<file path="src/rtl/ggt_pkg.sv">
// Shared ALU command codes, state encoding and widths for the ggT controller and its ALU.
package ggt_pkg;

  localparam int DATA_W = 16;
  localparam int ITER_W = 5;
  localparam logic [ITER_W-1:0] ITER_MAX = 5'd31;

  localparam logic [2:0] GIVE_BACK_BIGGER  = 3'd0;
  localparam logic [2:0] GIVE_BACK_SMALLER = 3'd1;
  localparam logic [2:0] ALU_MODULO        = 3'd2;
  localparam logic [2:0] ALU_IDLE          = 3'd3;

  typedef enum logic [2:0] {
    S_IDLE,
    S_CHECK,
    S_MAX,
    S_MIN,
    S_MOD_START,
    S_MOD_WAIT,
    S_DONE
  } state_t;

endpackage

</file>
<file path="src/rtl/ggt_control_if.sv">
// Request/result and ALU-side signals of the ggT controller.
// GGT_ITER_CNT_EN adds the iter_cnt_o modulo-operation counter.
interface ggt_control_if;
  import ggt_pkg::*;

  logic              start_i;
  logic [DATA_W-1:0] zahl_a_i;
  logic [DATA_W-1:0] zahl_b_i;
  logic [2:0]        alu_mode_o;
  logic              modulo_start_o;
  logic [DATA_W-1:0] op_a_o;
  logic [DATA_W-1:0] op_b_o;
  logic [DATA_W-1:0] alu_res_i;
  logic              modulo_ready_i;
  logic              ready_o;
  logic              valid_o;
  logic [DATA_W-1:0] ergebnis_o;
`ifdef GGT_ITER_CNT_EN
  logic [ITER_W-1:0] iter_cnt_o;
`endif

  // Controller side.
  modport slave (
    input  start_i, zahl_a_i, zahl_b_i, alu_res_i, modulo_ready_i,
`ifdef GGT_ITER_CNT_EN
    output iter_cnt_o,
`endif
    output alu_mode_o, modulo_start_o, op_a_o, op_b_o, ready_o, valid_o, ergebnis_o
  );

  // Requester and ALU side.
  modport master (
    output start_i, zahl_a_i, zahl_b_i, alu_res_i, modulo_ready_i,
`ifdef GGT_ITER_CNT_EN
    input  iter_cnt_o,
`endif
    input  alu_mode_o, modulo_start_o, op_a_o, op_b_o, ready_o, valid_o, ergebnis_o
  );

endinterface

</file>
<file path="src/rtl/ggt_control.sv">
// Euclidean ggT sequencer driving a combinational max/min ALU with a multi-cycle modulo unit.
// Optional GGT_ITER_CNT_EN adds a saturating count of completed modulo operations.
module ggt_control
  import ggt_pkg::*;
(
  input  logic         clk,
  input  logic         rst_i,
  ggt_control_if.slave bus
);

  state_t            r_state;
  state_t            w_state_nxt;
  logic [DATA_W-1:0] r_op_a;
  logic [DATA_W-1:0] r_op_b;
  logic [DATA_W-1:0] r_big;
  logic [DATA_W-1:0] r_small;
  logic [DATA_W-1:0] r_ergebnis;
  logic              r_wait_first;
  logic [2:0]        w_alu_mode;
  logic              w_mod_start;
  logic              w_ready;
  logic              w_valid;
  logic              w_accept;
  logic              w_ops_zero;
  logic              w_rem_take;
  logic              w_rem_zero;

  assign w_accept   = (r_state == S_IDLE) && bus.start_i;
  assign w_ops_zero = (r_op_a == '0) || (r_op_b == '0);
  // The first wait cycle may still see the previous operation's ready flag.
  assign w_rem_take = (r_state == S_MOD_WAIT) && !r_wait_first && bus.modulo_ready_i;
  assign w_rem_zero = (bus.alu_res_i == '0);

  // NOTE: sequential state uses non-blocking assignments so every flop samples pre-edge values.
  always_ff @(posedge clk) begin
    if (rst_i) r_state <= S_IDLE;
    else       r_state <= w_state_nxt;
  end

  // NOTE: every output gets a default first so no path through the case infers a latch.
  always_comb begin
    w_state_nxt = r_state;
    w_alu_mode  = ALU_IDLE;
    w_mod_start = 1'b0;
    w_ready     = 1'b0;
    w_valid     = 1'b0;
    unique case (r_state)
      S_IDLE: begin
        w_ready = 1'b1;
        if (bus.start_i) w_state_nxt = S_CHECK;
      end
      S_CHECK:     w_state_nxt = w_ops_zero ? S_DONE : S_MAX;
      S_MAX: begin
        w_alu_mode  = GIVE_BACK_BIGGER;
        w_state_nxt = S_MIN;
      end
      S_MIN: begin
        w_alu_mode  = GIVE_BACK_SMALLER;
        w_state_nxt = S_MOD_START;
      end
      S_MOD_START: begin
        w_alu_mode  = ALU_MODULO;
        w_mod_start = 1'b1;
        w_state_nxt = S_MOD_WAIT;
      end
      S_MOD_WAIT: begin
        w_alu_mode = ALU_MODULO;
        if (w_rem_take) w_state_nxt = w_rem_zero ? S_DONE : S_MOD_START;
      end
      S_DONE: begin
        w_valid     = 1'b1;
        w_state_nxt = S_IDLE;
      end
      default:     w_state_nxt = S_IDLE;
    endcase
  end

  always_ff @(posedge clk) begin
    if (rst_i) begin
      r_op_a       <= '0;
      r_op_b       <= '0;
      r_big        <= '0;
      r_small      <= '0;
      r_ergebnis   <= '0;
      r_wait_first <= 1'b0;
    end else begin
      unique case (r_state)
        S_IDLE: if (bus.start_i) begin
          r_op_a <= bus.zahl_a_i;
          r_op_b <= bus.zahl_b_i;
        end
        S_CHECK: if (w_ops_zero) r_ergebnis <= r_op_a | r_op_b;
        S_MAX:   r_big <= bus.alu_res_i;
        S_MIN: begin
          r_small <= bus.alu_res_i;
          r_op_a  <= r_big;
          r_op_b  <= bus.alu_res_i;
        end
        S_MOD_START: r_wait_first <= 1'b1;
        S_MOD_WAIT: begin
          r_wait_first <= 1'b0;
          if (w_rem_take) begin
            if (w_rem_zero) begin
              r_ergebnis <= r_small;
            end else begin
              r_big   <= r_small;
              r_small <= bus.alu_res_i;
              r_op_a  <= r_small;
              r_op_b  <= bus.alu_res_i;
            end
          end
        end
        default: ;
      endcase
    end
  end

`ifdef GGT_ITER_CNT_EN
  logic [ITER_W-1:0] r_iter_cnt;

  always_ff @(posedge clk) begin
    if (rst_i)                                     r_iter_cnt <= '0;
    else if (w_accept)                             r_iter_cnt <= '0;
    else if (w_rem_take && r_iter_cnt != ITER_MAX) r_iter_cnt <= r_iter_cnt + 5'd1;
  end

  assign bus.iter_cnt_o = r_iter_cnt;
`endif

  assign bus.alu_mode_o     = w_alu_mode;
  assign bus.modulo_start_o = w_mod_start;
  assign bus.op_a_o         = r_op_a;
  assign bus.op_b_o         = r_op_b;
  assign bus.ready_o        = w_ready;
  assign bus.valid_o        = w_valid;
  assign bus.ergebnis_o     = r_ergebnis;

endmodule

</file>
<file path="src/flat_wrapper.sv">
// flat-port wrapper written by rule: the top's interface ports become plain ports
module ggt_control_flat import ggt_pkg::*;
  (clk, rst_i, bus_start_i, bus_zahl_a_i, bus_zahl_b_i, bus_alu_res_i, bus_modulo_ready_i, bus_alu_mode_o, bus_modulo_start_o, bus_op_a_o, bus_op_b_o, bus_ready_o, bus_valid_o, bus_ergebnis_o);
  ggt_control_if bus_i ();
  input  logic clk;
  input  logic rst_i;
  input wire logic [$bits(bus_i.start_i)-1:0] bus_start_i;
  input wire logic [$bits(bus_i.zahl_a_i)-1:0] bus_zahl_a_i;
  input wire logic [$bits(bus_i.zahl_b_i)-1:0] bus_zahl_b_i;
  input wire logic [$bits(bus_i.alu_res_i)-1:0] bus_alu_res_i;
  input wire logic [$bits(bus_i.modulo_ready_i)-1:0] bus_modulo_ready_i;
  output wire logic [$bits(bus_i.alu_mode_o)-1:0] bus_alu_mode_o;
  output wire logic [$bits(bus_i.modulo_start_o)-1:0] bus_modulo_start_o;
  output wire logic [$bits(bus_i.op_a_o)-1:0] bus_op_a_o;
  output wire logic [$bits(bus_i.op_b_o)-1:0] bus_op_b_o;
  output wire logic [$bits(bus_i.ready_o)-1:0] bus_ready_o;
  output wire logic [$bits(bus_i.valid_o)-1:0] bus_valid_o;
  output wire logic [$bits(bus_i.ergebnis_o)-1:0] bus_ergebnis_o;
  assign bus_i.start_i = bus_start_i;
  assign bus_i.zahl_a_i = bus_zahl_a_i;
  assign bus_i.zahl_b_i = bus_zahl_b_i;
  assign bus_i.alu_res_i = bus_alu_res_i;
  assign bus_i.modulo_ready_i = bus_modulo_ready_i;
  assign bus_alu_mode_o = bus_i.alu_mode_o;
  assign bus_modulo_start_o = bus_i.modulo_start_o;
  assign bus_op_a_o = bus_i.op_a_o;
  assign bus_op_b_o = bus_i.op_b_o;
  assign bus_ready_o = bus_i.ready_o;
  assign bus_valid_o = bus_i.valid_o;
  assign bus_ergebnis_o = bus_i.ergebnis_o;
  ggt_control u_core (.clk(clk), .rst_i(rst_i), .bus(bus_i));
endmodule
</file>
<file path="config.mk">
export PLATFORM = sky130hd
export DESIGN_NAME = ggt_control_flat
export DESIGN_NICKNAME = d
export VERILOG_FILES = /design/src/rtl/ggt_pkg.sv /design/src/rtl/ggt_control_if.sv /design/src/rtl/ggt_control.sv /design/src/flat_wrapper.sv
export SDC_FILE = /design/constraint.sdc
export NUM_CORES = 1
export LEC_CHECK = 0
export CORE_ASPECT_RATIO = 0.5
export CORE_MARGIN = 4
export CORE_UTILIZATION = 49
export DETAILED_ROUTE_END_ITERATION = 10
export GPL_TIMING_DRIVEN = 0
export PLACE_DENSITY = 0.77
export RECOVER_POWER = 100
export SLEW_MARGIN = 30
export SYNTH_ARGS = -nofsm -noshare
export SYNTH_HDL_FRONTEND = slang
export SYNTH_SLANG_ARGS = --single-unit
</file>
<file path="constraint.sdc">
create_clock -name clk -period 2.65 [get_ports clk]
set_clock_uncertainty 0.2 [all_clocks]
set_input_delay 0.53 -clock clk [delete_from_list [all_inputs] [get_ports clk]]
set_output_delay 0.53 -clock clk [all_outputs]
set_load 0.05 [all_outputs]
</file>
==> metrics.yaml <==
status:
  status: "complete, no violations"
routing:
  drt-total-wl_microns: 16200
  drt-pass1-iter-count: 6
  viasPerCell: 6.22
  wire_per_inst_microns: 22.0
  vias: 4582
  drc_errors: 0
  ant_nets: 0
  drt-initial-drc-count: 540
setup_path:
  path_cells: "buf_4 -> clkbuf_4 -> clkbuf_4 -> nor3_1 -> clkdlybuf4s15_2"
  end_kind: "output port"
  crit-reg2reg-launch: "u_core.r_state[0]"
  critPathLaunch: "u_core.r_state[2]"
  slowest_delay_ns: 0.40
  crit_top_cell: "clkbuf_4"
  start_kind: "flop"
  path_max_fanout: 10
  cp.arrival_ns: 1.84
  cp_slowest_cell: "clkdlybuf4s15_2"
  path_class: "reg -> out"
  crit_required_ns: 1.92
clock_network:
  cts_tree: "built"
  cts_made_buffers: 9
  h-tree-depth: 3
  path_clk_slew_ns: 0.06
  cts.sinks: 84
  clkLatencyLatePin_ns: 0.35
  cts-root-buf: "clkbuf_16"
  cts_max_path_buffers: 2
  hold_buffers: 0
timing:
  rsz0062_at_grt: "no"
  hold_viol: 0
  setup_ws_ns: 0.0848
  worst_hold_slack_ns: 0.263
  worst_pin_slew_ns: 0.689
  maxSlewHeadroom_pct: 54.1
  post-route-period-util_pct: 96.8
  min_period_ns: 2.57
  setup_viol: 0
  max_freq_mhz: 390
  tns_ns: 0
  maxSlewViolCount: 0
synthesis:
  synth_area_leaders: "dfxtp_1, mux2i_1, nor2_1"
  ys_types: 38
  syn_avg_cell_area_sq_um: 8.29
  syn_inst: 505
  syn-cell-area_sq_mm: 0.00419
  ys_ff_latch: 84
  synth_edf_count: 0
  yosysMostFrequentCell: "dfxtp_1"
  ys_warn_count: 0
  ys_top_cells_by_count: "dfxtp_1, nor2_1, nand2_1"
  synthArstFlopShare_pct: 0
  synthFlopType: "dfxtp_1"
  yosysSeqAreaShare_pct: 40.2
  netlist.area_leader.share_pct: 40.2
  synth_nets: 557
  yosysTopAreaCell: "dfxtp_1"
cells_and_area:
  syn_to_final_growth_pct: 35.1
  final_area_sq_mm: 0.00566
  fin_nets: 673
  num_antenna_cells: 0
  drive_gt1_share_pct: 8.32
  fillers: 701
  layout.cells.non_filler: 737
die:
  core_sq_mm: 0.00814
  die_h_microns: 73.4
  die_area_sq_mm: 0.0102
  std_cell_rows: 23
  die_x_microns: 139
  initial_core_util_pct: 51.4
  io_pins: 106
power_and_ir_drop:
  powerDensity_mw_per_mm2: 850
  ir_worst_vdd_v: 0.000423
  p_leak_nw: 2.16
min_path:
  worstHoldPathType: "reg -> reg"
  hold_start: "u_core.bus.ergebnis_o[12]"
placement:
  place_area_sq_mm: 0.00537
  placed_cells: 721
  hpwl_microns: 12500
  routabilityCongestion: 0.966
  place_ws_ns: -0.310
  portBuffers: 104
flow_run:
  drv_cap: 0
grt:
  grt-ovfl-total: 0
  first_global_vias: 4131
  track_usage_pct: 31.5
  grt_max_degree: 20
  grt_first_pass_wirelength_microns: 24200
  antenna_found_initial: 2
==> layout by cell type (no fill, tap or decap), types with 3 or more instances in the layout <==
cell and count:
buf_2 5, a21oi_1 34, o211ai_1 16, buf_4 8, mux2i_1 35, dfxtp_1 84, nand2_1 46, o22ai_1 16
clkbuf_2 6, a311oi_1 13, or3_1 3, nor4_1 12, nand2b_1 3, o21ai_1 3, dlygate4sd3_1 49, and4_1 4
clkbuf_1 21, nand3_1 16, o21ai_0 40, a211oi_1 20, nor2_1 72, clkdlybuf4s50_1 50, clkbuf_16 9, clkbuf_4 3
buf_6 5, o221ai_1 19
==> flip-flops by register name, summed over array words and instances, names as in the netlist <==
| name | count |
|---|---|
| u_core.r_state | 3 |
| u_core.r_small | 16 |
| u_core.bus.op_a_o | 16 |
| u_core.bus.ergebnis_o | 16 |
| u_core.r_wait_first | 1 |
| u_core.r_big | 16 |
| u_core.bus.op_b_o | 16 |
==> cell type report <==
class                      count  area (sq um)  share of cell area [%]
clock buffer                   9           225                    3.98
tap                          112           140                    2.48
timing repair buffer         106          1040                    18.5
buffer                        46           255                    4.51
clock inverter                 6          65.1                    1.15
sequential                    84          1680                    29.7
inverter                       2          7.51                   0.133
multi-input combinational    372          2240                    39.5
==> repair_timing <==
action | CTS | global route
buffers inserted | 0 | 2
pin swaps | 0 | 1
setup endpoints to repair | 5 | 16
resized for setup | 14 | 8
==> report_power, final <==
part           switching [mW]  total (mW)  leakage [nW]  internal, mW
clock                   0.531        1.26         0.142         0.726
sequential              0.219        1.66         0.685          1.45
combinational            1.25        1.89          1.33         0.633
total                    2.00        4.81          2.16          2.81
==> per-stage QoR <==
step	util, %	total power [mW]
6_report	69.4	4.81
5_1_grt	69.4	5.00
4_1_cts	69.4	4.81
3_5_place_dp	65.9	3.58
3_3_place_gp	65.9	3.56
2_1_floorplan	-	2.87
==> kinds of logic (layout without fill, tap and decap cells) <==
kind of cell	Yosys count	after routing	synth area share, %
muxes	35	35	8.37
AOI/OAI and AO/OA	170	170	27.5
DFF	84	84	40.2
and+or+nand+nor	166	166	17.7
other	1	1	0.0896
buffers and inverters	49	169	6.16
==> worst max-delay path: cells and delay by family (launching register included) <==
| kind | cells | cell delay [ns] |
|---|---|---|
| flops | 1 | 0.31 |
| buf+inv | 4 | 0.97 |
| simple gates | 1 | 0.20 |
==> layer usage <==
| layer | up-vias | GRT usage [%] | routed length (microns) | share of wire [%] |
|---|---|---|---|---|
| met3 | 14 | 14.1 | 2270 | 14 |
| met2 | 274 | 44.8 | 6430 | 40 |
| li1 | 2122 | - | - | - |
| met4 | 4 | 3.47 | 85 | 0.52 |
| met5 | - | 0 | 27 | 0.17 |
| met1 | 2168 | 45.2 | 7380 | 46 |
==> worst paths after layout <==
check | end | slack, ns | cells after the start
setup / recovery | bus_ready_o | 0.08 | 5
hold / removal | u_core.bus.ergebnis_o[12] | 0.26 | 2
setup reg to reg | u_core.bus.ergebnis_o[8] | 0.10 | 8
hold reg to reg | u_core.bus.ergebnis_o[12] | 0.26 | 2
No activity file was read; power rests on OpenSTA's default activity.
